[config.mk]
export PLATFORM = sky130hd
export DESIGN_NAME = mem_port_arbiter
export DESIGN_NICKNAME = d
export VERILOG_FILES = /design/src/rtl/mem_port_arbiter.sv
export SDC_FILE = /design/constraint.sdc
export NUM_CORES = 1
export LEC_CHECK = 0
export BUFFER_PORTS_ARGS = -buffer_cell sky130_fd_sc_hd__buf_4
export CORE_ASPECT_RATIO = 0.75
export CORE_UTILIZATION = 25
export DETAILED_ROUTE_END_ITERATION = 16
export GPL_ROUTABILITY_DRIVEN = 1
export PLACE_DENSITY_LB_ADDON = 0.05
export SYNTH_ARGS = -nofsm -noshare
export SYNTH_HDL_FRONTEND = slang
export SYNTH_SLANG_ARGS = --single-unit
[constraint.sdc]
create_clock -name clk -period 4.45 [get_ports clk]
set_input_delay 0.2225 -clock clk [delete_from_list [all_inputs] [get_ports clk]]
set_output_delay 0.2225 -clock clk [all_outputs]
set_load 0.005 [all_outputs]
[src/rtl/mem_port_arbiter.sv]
// Two-requester arbiter (core, DMA) for a single unified memory port with fixed
// read latency. One transaction at a time; core preferred, DMA protected from starvation.
module mem_port_arbiter #(
  parameter int ADDR_W     = 32,
  parameter int DATA_W     = 32,
  parameter int MEM_LAT    = 2,
  parameter int STARVE_MAX = 4
) (
  input  logic              clk,
  input  logic              reset,
  input  logic              core_req,
  input  logic              core_we,
  input  logic [ADDR_W-1:0] core_addr,
  input  logic [DATA_W-1:0] core_wdata,
  output logic [DATA_W-1:0] core_rdata,
  output logic              core_ack,
  input  logic              dma_req,
  input  logic              dma_we,
  input  logic [ADDR_W-1:0] dma_addr,
  input  logic [DATA_W-1:0] dma_wdata,
  output logic [DATA_W-1:0] dma_rdata,
  output logic              dma_ack,
  output logic              mem_en,
  output logic              mem_we,
  output logic [ADDR_W-1:0] mem_addr,
  output logic [DATA_W-1:0] mem_wdata,
  input  logic [DATA_W-1:0] mem_rdata,
  output logic              busy,
  output logic              grant_dma
);

  localparam int CNT_W = (MEM_LAT < 1) ? 1 : $clog2(MEM_LAT + 1);
  localparam int STV_W = (STARVE_MAX < 1) ? 1 : $clog2(STARVE_MAX + 1);

  if (MEM_LAT < 1) begin : g_bad_lat
    $error("mem_port_arbiter: MEM_LAT must be >= 1");
  end

  typedef enum logic [1:0] {IDLE, ISSUE, WAIT, RESP} state_t;

  state_t            state, state_nxt;
  logic [CNT_W-1:0]  lat_cnt;
  logic [STV_W-1:0]  starve_cnt;
  logic              lat_we;
  logic              lat_owner;
  logic [ADDR_W-1:0] lat_addr;
  logic [DATA_W-1:0] lat_wdata;
  logic              req_any;
  logic              dma_wins;
  logic              rdata_last;

  assign req_any    = core_req | dma_req;
  // Core wins unless DMA is alone or has waited through STARVE_MAX core grants.
  assign dma_wins   = dma_req & (~core_req | (starve_cnt == STV_W'(STARVE_MAX)));
  assign rdata_last = (state == WAIT) && (lat_cnt == CNT_W'(1));

  // NOTE: sequential state uses non-blocking (<=) so every flop samples pre-edge values.
  always_ff @(posedge clk or negedge reset) begin
    if (!reset) state <= IDLE;
    else        state <= state_nxt;
  end

  // NOTE: state_nxt gets a default before the case so no path leaves it unassigned (no latch).
  always_comb begin
    state_nxt = state;
    unique case (state)
      IDLE:    if (req_any) state_nxt = ISSUE;
      ISSUE:   state_nxt = lat_we ? RESP : WAIT;
      WAIT:    if (rdata_last) state_nxt = RESP;
      RESP:    state_nxt = IDLE;
      default: state_nxt = IDLE;
    endcase
  end

  always_ff @(posedge clk or negedge reset) begin
    if (!reset) begin
      lat_cnt <= '0;
    end else if (state == ISSUE) begin
      lat_cnt <= CNT_W'(MEM_LAT);
    end else if (state == WAIT) begin
      lat_cnt <= lat_cnt - CNT_W'(1);
    end
  end

  // Request latch and starvation bookkeeping happen only at an IDLE arbitration.
  always_ff @(posedge clk or negedge reset) begin
    if (!reset) begin
      lat_we     <= 1'b0;
      lat_owner  <= 1'b0;
      lat_addr   <= '0;
      lat_wdata  <= '0;
      starve_cnt <= '0;
    end else if (state == IDLE && req_any) begin
      lat_owner <= dma_wins;
      lat_we    <= dma_wins ? dma_we    : core_we;
      lat_addr  <= dma_wins ? dma_addr  : core_addr;
      lat_wdata <= dma_wins ? dma_wdata : core_wdata;
      if (dma_wins || !dma_req)                      starve_cnt <= '0;
      else if (starve_cnt != STV_W'(STARVE_MAX))     starve_cnt <= starve_cnt + STV_W'(1);
    end
  end

  always_ff @(posedge clk or negedge reset) begin
    if (!reset) begin
      core_rdata <= '0;
      dma_rdata  <= '0;
    end else if (rdata_last) begin
      if (lat_owner) dma_rdata  <= mem_rdata;
      else           core_rdata <= mem_rdata;
    end
  end

  assign mem_en    = (state == ISSUE);
  assign mem_we    = lat_we;
  assign mem_addr  = lat_addr;
  assign mem_wdata = lat_wdata;
  assign busy      = (state != IDLE);
  assign grant_dma = lat_owner;
  assign core_ack  = (state == RESP) && !lat_owner;
  assign dma_ack   = (state == RESP) &&  lat_owner;

endmodule

### Yosys cells after proc, flatten, opt, wreduce, memory -nomap -nowiden

Cells that the tools add are included.

| word-level totals | value |
|---|---|
| bits in writable memories | 0 |
| flip-flop bits (word level) | 137 |
| latch bits | 0 |
| logic and storage cells | 50 |
| ROM bits | 0 |
| memories | 0 |
| output and inout port bits | 134 |
| bits of input ports | 166 |

| cells by class | value |
|---|---|
| add/sub/neg operators | 2 |
| multipliers | 0 |
| bitwise logic cells | 5 |
| reduce and logical (&&, ||, !) cells | 15 |
| $lt $le $gt $ge | 0 |
| mux-type cells | 11 |
| shift-type cells | 0 |
| div/mod/pow operators | 0 |
| equality and inequality tests | 8 |

Operators with widths:

| cell | count |
|---|---|
| 32-bit two-way mux | 2 |
| 2-bit two-way mux | 4 |
| 2-bit one-hot mux with 4 select lines | 1 |
| 2-bit AND reduction | 4 |
| 3-bit two-way mux | 2 |
| 2-bit nonzero test | 3 |
| 2-bit by 1-bit equality test with 1-bit output, second input constant | 2 |
| 2-bit equality test, second input constant | 2 |
| 1-bit logical AND | 4 |
| 2-bit inequality test, second input constant | 2 |
| 3-bit by 1-bit adder with 3-bit output, second input constant | 1 |
| 3-bit equality test, second input constant | 1 |
| 3-bit inequality test, second input constant | 1 |
| 1-bit logical NOT | 2 |
| 2-bit logical NOT | 1 |
| 1-bit two-way mux | 2 |
| 1-bit NOT | 2 |
| 1-bit OR | 2 |
| 2-bit by 1-bit subtractor with 2-bit output, second input constant | 1 |
| 1-bit AND | 1 |
| 1-bit logical OR | 1 |

### Longest topological paths before layout

Gate-level depths: netlist of run 1.

| depth | value |
|---|---|
| depth after elaboration | 6 |
| gate-level depth with buffers | 8 |

### Worst setup path before layout of run 1

No wires, ideal clock.

| timing path | value |
|---|---|
| kind | flip-flop to flip-flop |
| start | register state[0] |
| end | register lat_addr[22], in the netlist mem_addr[22] |
| setup slack | 2909 ps |
| stages on the path, launching flop included | 9 |
| arrival time | 1415 ps |
| required time | 4324 ps |
| period minus slack after synthesis | 1541 ps |
| library setup time | 126 ps |
| buffers on the path | 3 |
| cells stage by stage | dfrtp_1 -> inv_1 -> ha_1 -> buf_2 -> o21ai_2 -> buf_4 -> buf_4 -> a31oi_1 -> a21oi_1 |

| between the ends | value |
|---|---|
| word-level cells in the longest chain between the ends | 2 |

RTL lines:

| item | line | RTL |
|---|---|---|
| from (decl) | 41 | `state_t state, state_nxt;` |
| from (signal assigned) | 60 | `else state <= state_nxt;` |
| 2-bit logical NOT | 93 | `end else if (state == IDLE && req_any) begin` |
| 1-bit logical AND | 93 |  |
| to (signal assigned) | 96 | `lat_addr <= dma_wins ? dma_addr : core_addr;` |
| to (decl) | 46 | `logic [ADDR_W-1:0] lat_addr;` |

No other way between the ends.
A chain may end at the register's enable or synchronous reset.

### Worst setup path after layout of run 1

| timing path | value |
|---|---|
| start | register state[0] |
| end | register lat_wdata[30], in the netlist mem_wdata[30] |

| between the ends | value |
|---|---|
| word-level cells in the longest chain between the ends | 2 |

RTL lines:

| item | line | RTL |
|---|---|---|
| 2-bit logical NOT | 93 |  |
| 1-bit logical AND | 93 |  |
| to (signal assigned) | 97 | `lat_wdata <= dma_wins ? dma_wdata : core_wdata;` |
| to (decl) | 47 | `logic [DATA_W-1:0] lat_wdata;` |

No other way between the ends.

==> metrics.cfg, run 1 <==
[outcome]
outcome=complete, no violations

[clock_tree]
cts.path.max_buffers=2
cts_tree=yes
cts_sinks=137
numCtsBuffers=17
path_clk_slew_ns=0.07
root_buffer=clkbuf_16
insertion_delay_ns=0.42
htree_levels=4
postCtsSetupRepairBufs=0

[finish]
instances_no_fill=1143
seqCellArea_um2=3430
layout_commonest_cell=buf_4
n_antenna_cell=0
drive_above_1_share_pct=48.5
layout.nets=1004
area_growth_pct=50.3
layout_common_cells=buf_4, dfrtp_1, nor2_1
multi_input_area_um2=2340
final_core_utilization_pct=38.9
fillCellCount=2330

[worst_hold_path]
holdPathStages=2
hp-start=mem_rdata[8]
holdPathEnd=dma_rdata[8]
hp-class=primary input to flip-flop

[power]
power_density_nw_per_um2=697
clockPowerShare_pct=23.7
switching_share_pct=33.6
p_sw_mw=2.13
seq_power_share_pct=35.7
ir_drop_mv=0.284
share_comb_of_total_power_pct=40.6
p_leak_nw=4.16
intPower_mw=4.21

[die]
dieArea_um2=24800
dieWidth_um=182
ios=300
die_y_um=137
start_util_pct=25.9
rows=48
coreArea_um2=23400

[placed_design]
place_congestion=0.815
numPortBuffers=299
dpl.hpwl_um=14100
dp_slack_ns=1.95
place_inst=1111

[sta]
hold_viol=0
fmax_ghz=0.401
worst_slew_pin_slew_ns=1.07
whs_ns=0.0352
timing.final.crit_share_pct=56.0
period_minus_slack_ns=2.49
rsz0062_at_grt=no
fin_skew_ns=0.0113
slew_headroom_pct=28.9
setup_ws_ns=1.96
final-setup-viol-count=0
final.setup.tns_ns=0
slew_viol_final=0

[synthesis]
synth-seq-cells=137
ys_seq_area_share_pct=56.7
syn_avg_cell_area_um2=10.9
syn_area_um2=6040
syn_inst=556
mappedNetlistNets=729
synth_cell_types=29
yosysWarnings=0

[worst_setup_path]
r2r_slack_ns=1.96
endpoint_kind=flip-flop
crit_fanout=34
path_cells=inv_1, ha_1, o21a_2, buf_4, nor2_1, a21oi_1
critPathLaunchType=flip-flop
worst_path_max_delay_cell=o21a_2
max_stage_delay_ns=0.70
r2r_start=state[0]
worstPathRequired_ns=4.78
path_class=flip-flop to flip-flop
reg2reg_depth=6
reg2reg_to=mem_wdata[30]
arrival_ns=2.82

[detailed_routing]
viasPerCell=4.84
wl_per_cell_um=18.3
drcViolationCount=0
drtIter0Drc=303
drt-total-wl_um=20900
vias=5529
postRouteAntennaNets=0
first_pass_iters=5

[job]
maxCapViolations=0

[grt]
grt_max_degree=98
grt_pass1_wl_um=31900
grt_usage_pct=16.7
antenna_found_initial=0
grt_overflow=0
grt_pass1_vias=5782

## cell usage after synthesis
cell type / instances / area, um2
dfrtp_1: 137 / 3430
nor2_1: 70 / 263
a21oi_1: 69 / 345
mux2_2: 66 / 743
a31oi_1: 65 / 407
o21ai_0: 59 / 295
buf_2: 24 / 120
clkbuf_1: 15 / 56.3
o21ai_1: 9 / 45.0
ha_1: 7 / 87.6
inv_1: 7 / 26.3
buf_6: 5 / 56.3
buf_4: 4 / 30.0
a32o_1: 2 / 20.0
nand2_1: 2 / 7.51
nor2b_1: 2 / 12.5
a2111oi_0: 1 / 8.76
a211o_1: 1 / 8.76
a21bo_2: 1 / 10.0
a21boi_2: 1 / 11.3
a31o_2: 1 / 8.76
and2_1: 1 / 6.26
and3b_1: 1 / 8.76
buf_1: 1 / 3.75
clkbuf_2: 1 / 5.00
nand3_1: 1 / 5.00
nand3b_1: 1 / 7.51
o21a_1: 1 / 7.51
o21ai_2: 1 / 8.76
## cells by family (layout without fill, tap and decap cells)
kind of cell               count (synthesis)  count (layout)  share of synthesized area [%]
and+or+nand+nor                           78              78                           5.13
muxes                                     66              66                           12.3
DFF                                      137             137                           56.7
AOI/OAI and AO/OA                        211             211                           19.5
buffers and inverters                     57             344                           4.93
adders and majority gates                  7               7                           1.45
## routing by layer
| layer | routed length (um) | GRT usage, % | vias up |
|---|---|---|---|
| met4 | 366 | 6.17 | 0 |
| met5 | 0 | 0 | - |
| met2 | 9910 | 27.3 | 244 |
| li1 | - | - | 2556 |
| met3 | 1750 | 5.93 | 20 |
| met1 | 8840 | 20.5 | 2709 |
## metrics by stage
stage / total power, mW / cell area, um2
after CTS: 6.44 / 9080
after global routing: 6.77 / 9080
final: 6.33 / 9080
after global placement: 4.82 / 8460
after floorplan: 3.43 / 6040
after detailed placement: 4.91 / 8460
## registers in the layout (all words and copies together) (netlist names)
register and count:
core_rdata 32, dma_rdata 32, mem_addr 32, mem_wdata 32, starve_cnt 3, lat_cnt 2
state 2, grant_dma 1, mem_we 1
## power by group through the flow
stage               Clock [mW]  Sequential (mW)  Combinational, mW
finish                    1.50             2.26               2.57
global route              1.60             2.34               2.83
detailed placement           0             2.28               2.63
global placement             0             2.25               2.57
CTS                       1.55             2.27               2.63
floorplan                    0             2.27               1.16
## worst max-delay path by stage
stage                     startpoint            end  slack, ns  depth (start not counted)
after CTS                   state[0]   mem_addr[12]       1.93                          6
after global placement       dma_req         mem_we       2.04                          5
after detailed placement    state[0]   mem_addr[12]       1.95                          6
after global routing        state[0]  mem_wdata[31]       1.77                          6
after floorplan             state[0]   mem_addr[22]       2.91                          8
final                       state[0]  mem_wdata[30]       1.96                          6
## cell type report
type / instances / area share [%]
multi-input cells: 362 / 25.7
repair buffers: 306 / 25.4
clock buffers: 17 / 4.68
well taps: 300 / 4.13
clock inverters: 14 / 2.07
flip-flops and latches: 137 / 37.7
inverters: 7 / 0.289
## worst max-delay path: cells and delay by family (launching register included)
| kind | cells | cell delay, ns |
|---|---|---|
| AO/OA/AOI/OAI | 2 | 0.86 |
| buffers and inverters | 2 | 0.61 |
| adder cells (fa/ha/maj) | 1 | 0.44 |
| flip-flops | 1 | 0.40 |
| AND/OR/NAND/NOR | 1 | 0.08 |
## timing repair
item,CTS,global route
resized for setup,0,0
hold endpoints to repair,96,0
hold buffers,1,0
Power figures use the tool's default switching activity.
==> run 2, diff against run 1 <==
Clock period 4.45 ns to 2.5 ns, I/O delays scaled along.
==> metrics.cfg, run 2 (synthesized netlist as in run 1, its figures left out) <==
[outcome]
outcome=complete, no violations

[finish]
layout.nets=1126
drive_above_1_share_pct=43.7
n_antenna_cell=0
area_growth_pct=70.6
multi_input_area_um2=2360
instances_no_fill=1266
layout_commonest_cell=buf_4
final_core_utilization_pct=44.1
seqCellArea_um2=3430
fillCellCount=2241
layout_common_cells=buf_4, dfrtp_1, dlygate4sd3_1
stdcell_area_um2=10300

[die]
die_y_um=137
dieWidth_um=182
dieArea_um2=24800
coreArea_um2=23400
ios=300
start_util_pct=25.9
rows=48

[sta]
final-setup-viol-count=0
whs_ns=0.0188
slew_viol_final=0
final.setup.tns_ns=0
fin_skew_ns=0.0148
hold_viol=0
timing.final.crit_share_pct=90.7
worst_slew_pin_slew_ns=1.03
rsz0062_at_grt=no
slew_headroom_pct=31.2
setup_ws_ns=0.232
fmax_ghz=0.441
period_minus_slack_ns=2.27

[power]
p_leak_nw=4.68
fin_total_pwr_mw=11.6
power_density_nw_per_um2=1120
ir_drop_mv=0.480

[clock_tree]
path_clk_slew_ns=0.07
root_buffer=clkbuf_16
cts.path.max_buffers=2
htree_levels=4
cts_tree=yes
numCtsBuffers=17
insertion_delay_ns=0.43
postCtsSetupRepairBufs=0
cts_sinks=137

[grt]
antenna_found_initial=0
grt_usage_pct=17.6
grt_overflow=0
grt_max_degree=59
grt_pass1_wl_um=33800
grt_pass1_vias=6274

[worst_setup_path]
max_stage_delay_ns=0.56
worst_path_max_delay_cell=dlygate4sd3_1
critPathLaunchType=flip-flop
arrival_ns=2.64
endpoint_kind=flip-flop
path_class=flip-flop to flip-flop
path_cells=inv_1, ha_2, o21a_2, buf_6, nor2_1, a21oi_1, dlygate4sd3_1
crit_fanout=44
worstPathRequired_ns=2.87
critPathTopFamily=buffers and inverters
cp.buffers_inverters=3

[detailed_routing]
wl_met3_um=1720
first_pass_iters=5
vias=5970
wl_per_cell_um=17.4
drtIter0Drc=280
viasPerCell=4.72
dr_wl_met2_um=10600
postRouteAntennaNets=0
wl_met1_um=9450
highest_layer=met4
drcViolationCount=0
drt-total-wl_um=22100

[placed_design]
dpl.hpwl_um=14900
place_congestion=0.785
numPortBuffers=299
place_area_um2=8590
dp_slack_ns=0.437
place_inst=1123

[job]
maxCapViolations=0

[worst_hold_path]
hp-class=primary input to flip-flop

## run 2: cell types whose count changed in the layout (fill, tap and decap cells not counted), moves of 3 or more
cell	delta
dlygate4sd3_1	+109
buf_4	+8
buf_12	+3
clkinv_4	+3
inv_6	-3
## run 2: layout make-up
type / instances / share of cell area (%)
Timing Repair Buffer: 427 / 34.2
Sequential cell: 137 / 33.2
Multi-Input combinational cell: 363 / 22.8
Clock buffer: 19 / 4.20
Tap cell: 300 / 3.64
Clock inverter: 13 / 1.63
Inverter: 7 / 0.255
## run 2: metal layers
metal	track usage (%)	up-vias
met4	5.60	0
met3	5.93	20
met5	0	-
met1	21.9	2906
met2	28.8	238
li1	-	2806
## run 2: worst paths after layout
| path | startpoint | end | slack, ns | cells after the start |
|---|---|---|---|---|
| max | state[0] | mem_addr[27] | 0.23 | 7 |
| min | dma_wdata[12] | mem_wdata[12] | 0.02 | 3 |
| max reg2reg | state[0] | mem_addr[27] | 0.23 | 7 |
| min reg2reg | dma_rdata[25] | dma_rdata[25] | 0.51 | 1 |
| max in group asynchronous | reset | core_rdata[12] | 1.63 | 3 |
| min in group asynchronous | reset | mem_addr[5] | 0.18 | 2 |
## run 2: where the power goes
group          internal, mW  switching [mW]  leakage (nW)  total, mW
Sequential             3.36           0.652          1.57       4.01
Clock                  1.58            1.03         0.288       2.61
Combinational          2.83            2.15          2.83       4.98
## run 2: timing repair
item / in CTS / in global routing
setup endpoints to repair: 0 / 8
endpoints found under the hold margin: 161 / 0
hold buffers: 110 / 0
resized for setup: 0 / 3
## run 2: worst register-to-register path: stages (launching register included)
cell and delay [ns]:
dfrtp_1 0.40, inv_1 0.13, ha_2 0.38, o21a_2 0.21, buf_6 0.32, nor2_1 0.10
a21oi_1 0.12, dlygate4sd3_1 0.56
==> run 3, diff against run 2 <==
Settings changed: CTS_BUF_LIST set to sky130_fd_sc_hd__clkbuf_8, SETUP_SLACK_MARGIN set to 0.3.
==> metrics.cfg, run 3 (synthesized netlist as in run 1, its figures left out) <==
[job]
maxCapViolations=0

[detailed_routing]
postRouteAntennaNets=0
wl_per_cell_um=17.2
first_pass_iters=5
drtIter0Drc=238
viasPerCell=4.67
drcViolationCount=0
drt-total-wl_um=22600
vias=6153

[finish]
n_antenna_cell=0
layout_common_cells=buf_4, dlygate4sd3_1, dfrtp_1
stdcell_area_um2=10600
seqCellArea_um2=3430
drive_above_1_share_pct=41.5
fillCellCount=2215
multi_input_area_um2=2350
layout.nets=1178
area_growth_pct=75.9
layout_commonest_cell=buf_4

[die]
dieArea_um2=24800
rows=48
dieWidth_um=182
ios=300
start_util_pct=25.9
coreArea_um2=23400
die_y_um=137

[sta]
final-setup-viol-count=0
rsz0062_at_grt=no
final.setup.tns_ns=0
fmax_ghz=0.507
slew_viol_final=0
setup_ws_ns=0.528
timing.final.crit_share_pct=78.9
period_minus_slack_ns=1.97
slew_headroom_pct=36.5
hold_viol=0
worst_slew_pin_slew_ns=0.952
fin_skew_ns=0.0189

[worst_hold_path]
hp-class=primary input to flip-flop
hp-start=dma_addr[20]
holdPathStages=3
holdPathEnd=mem_addr[20]

[power]
p_leak_nw=4.82
clockPowerShare_pct=17.8
switching_share_pct=34.5
ir_drop_mv=0.467
p_sw_mw=3.75
power_density_nw_per_um2=1020
share_comb_of_total_power_pct=45.4
seq_power_share_pct=36.8
intPower_mw=7.12

[placed_design]
place_congestion=0.785
dp_slack_ns=0.437
dpl.hpwl_um=14900
place_area_um2=8590
numPortBuffers=299

[worst_setup_path]
r2r_slack_ns=0.53
critPathLaunchType=flip-flop
path_class=flip-flop to flip-flop
reg2reg_to=mem_addr[20]
endpoint_kind=flip-flop
r2r_start=starve_cnt[0]
reg2reg_depth=6
arrival_ns=2.33
crit_fanout=20
worstPathRequired_ns=2.86

[grt]
grt_pass1_wl_um=34800
grt_pass1_vias=6576
grt_usage_pct=18.0
grt_max_degree=59
antenna_found_initial=0
grt_overflow=0

[clock_tree]
cts_tree=yes
insertion_delay_ns=0.45
htree_levels=4
postCtsSetupRepairBufs=0
numCtsBuffers=17
root_buffer=clkbuf_8
path_clk_slew_ns=0.08
cts.path.max_buffers=2
cts_sinks=137

[outcome]
outcome=complete, no violations

-- run 3: cell count changes in the layout (fill, tap and decap cells not counted) --
| cell | previous run | this run |
|---|---|---|
| dlygate4sd3_1 | 110 | 162 |
| a21bo_2 | 0 | 1 |
| clkbuf_1 | 2 | 0 |
| inv_1 | 6 | 8 |
| clkbuf_8 | 0 | 17 |
| clkbuf_16 | 17 | 0 |
| buf_4 | 312 | 313 |
| buf_6 | 2 | 1 |
| a21bo_4 | 1 | 0 |
-- run 3: power by group through the flow --
stage / logic (mW) / clock network [mW] / registers (mW)
global placement: 4.66 / 0 / 4.00
floorplan: 2.07 / 0 / 4.03
global route: 5.40 / 2.11 / 4.15
CTS: 4.97 / 2.02 / 4.01
finish: 4.93 / 1.93 / 4.00
detailed placement: 4.75 / 0 / 4.04
-- run 3: timing repair --
| item | CTS | global route |
|---|---|---|
| endpoints found under the setup margin | 0 | 11 |
| endpoints found under the hold margin | 170 | 0 |
| hold buffers | 162 | 0 |
| gates resized for setup | 0 | 1 |
-- run 3: metal layers --
layer	vias up	global-route usage (%)	part of all wire (%)
met1	2998	22.3	44
met4	0	6.54	1.4
li1	2899	-	-
met3	24	4.63	6.4
met2	232	30.5	48
met5	-	0	0
-- run 3: final cells by class --
cell class                      count  area share (%)
Tap cell                          300            3.53
Inverter                            7           0.247
Clock buffer                       17            2.20
Sequential cell                   137            32.2
Clock inverter                     15            1.65
Multi-Input combinational cell    363            22.1
Timing Repair Buffer              479            38.0
-- run 3: worst max path at each step --
stage / startpoint / end / slack (ns) / cells after the start
final: starve_cnt[0] / mem_addr[20] / 0.53 / 6
after global routing: starve_cnt[0] / mem_addr[20] / 0.39 / 6
after CTS: state[0] / mem_addr[20] / 0.42 / 6
after detailed placement: state[0] / mem_addr[20] / 0.44 / 6
after global placement: state[0] / mem_addr[14] / 0.56 / 6
after floorplan: state[0] / mem_addr[22] / 0.96 / 8
-- run 3: critical path, cell delays in order (launching register included) --
cell and delay, ns:
dfrtp_1 0.38, inv_1 0.10, ha_1 0.27, a21bo_2 0.53
buf_4 0.30, a31oi_1 0.12, a21oi_1 0.19
-- run 3: per-stage QoR --
step           power, mW  hold slack, ns  util (%)  std cells
2_1_floorplan       6.10          -0.171         -        556
3_3_place_gp        8.66          0.0647      36.8       1123
3_5_place_dp        8.79          0.0717      36.8       1123
4_1_cts             11.0         0.00927      45.5       1317
5_1_grt             11.7          0.0574      45.5       1318
6_report            10.9          0.0461      45.5       1318
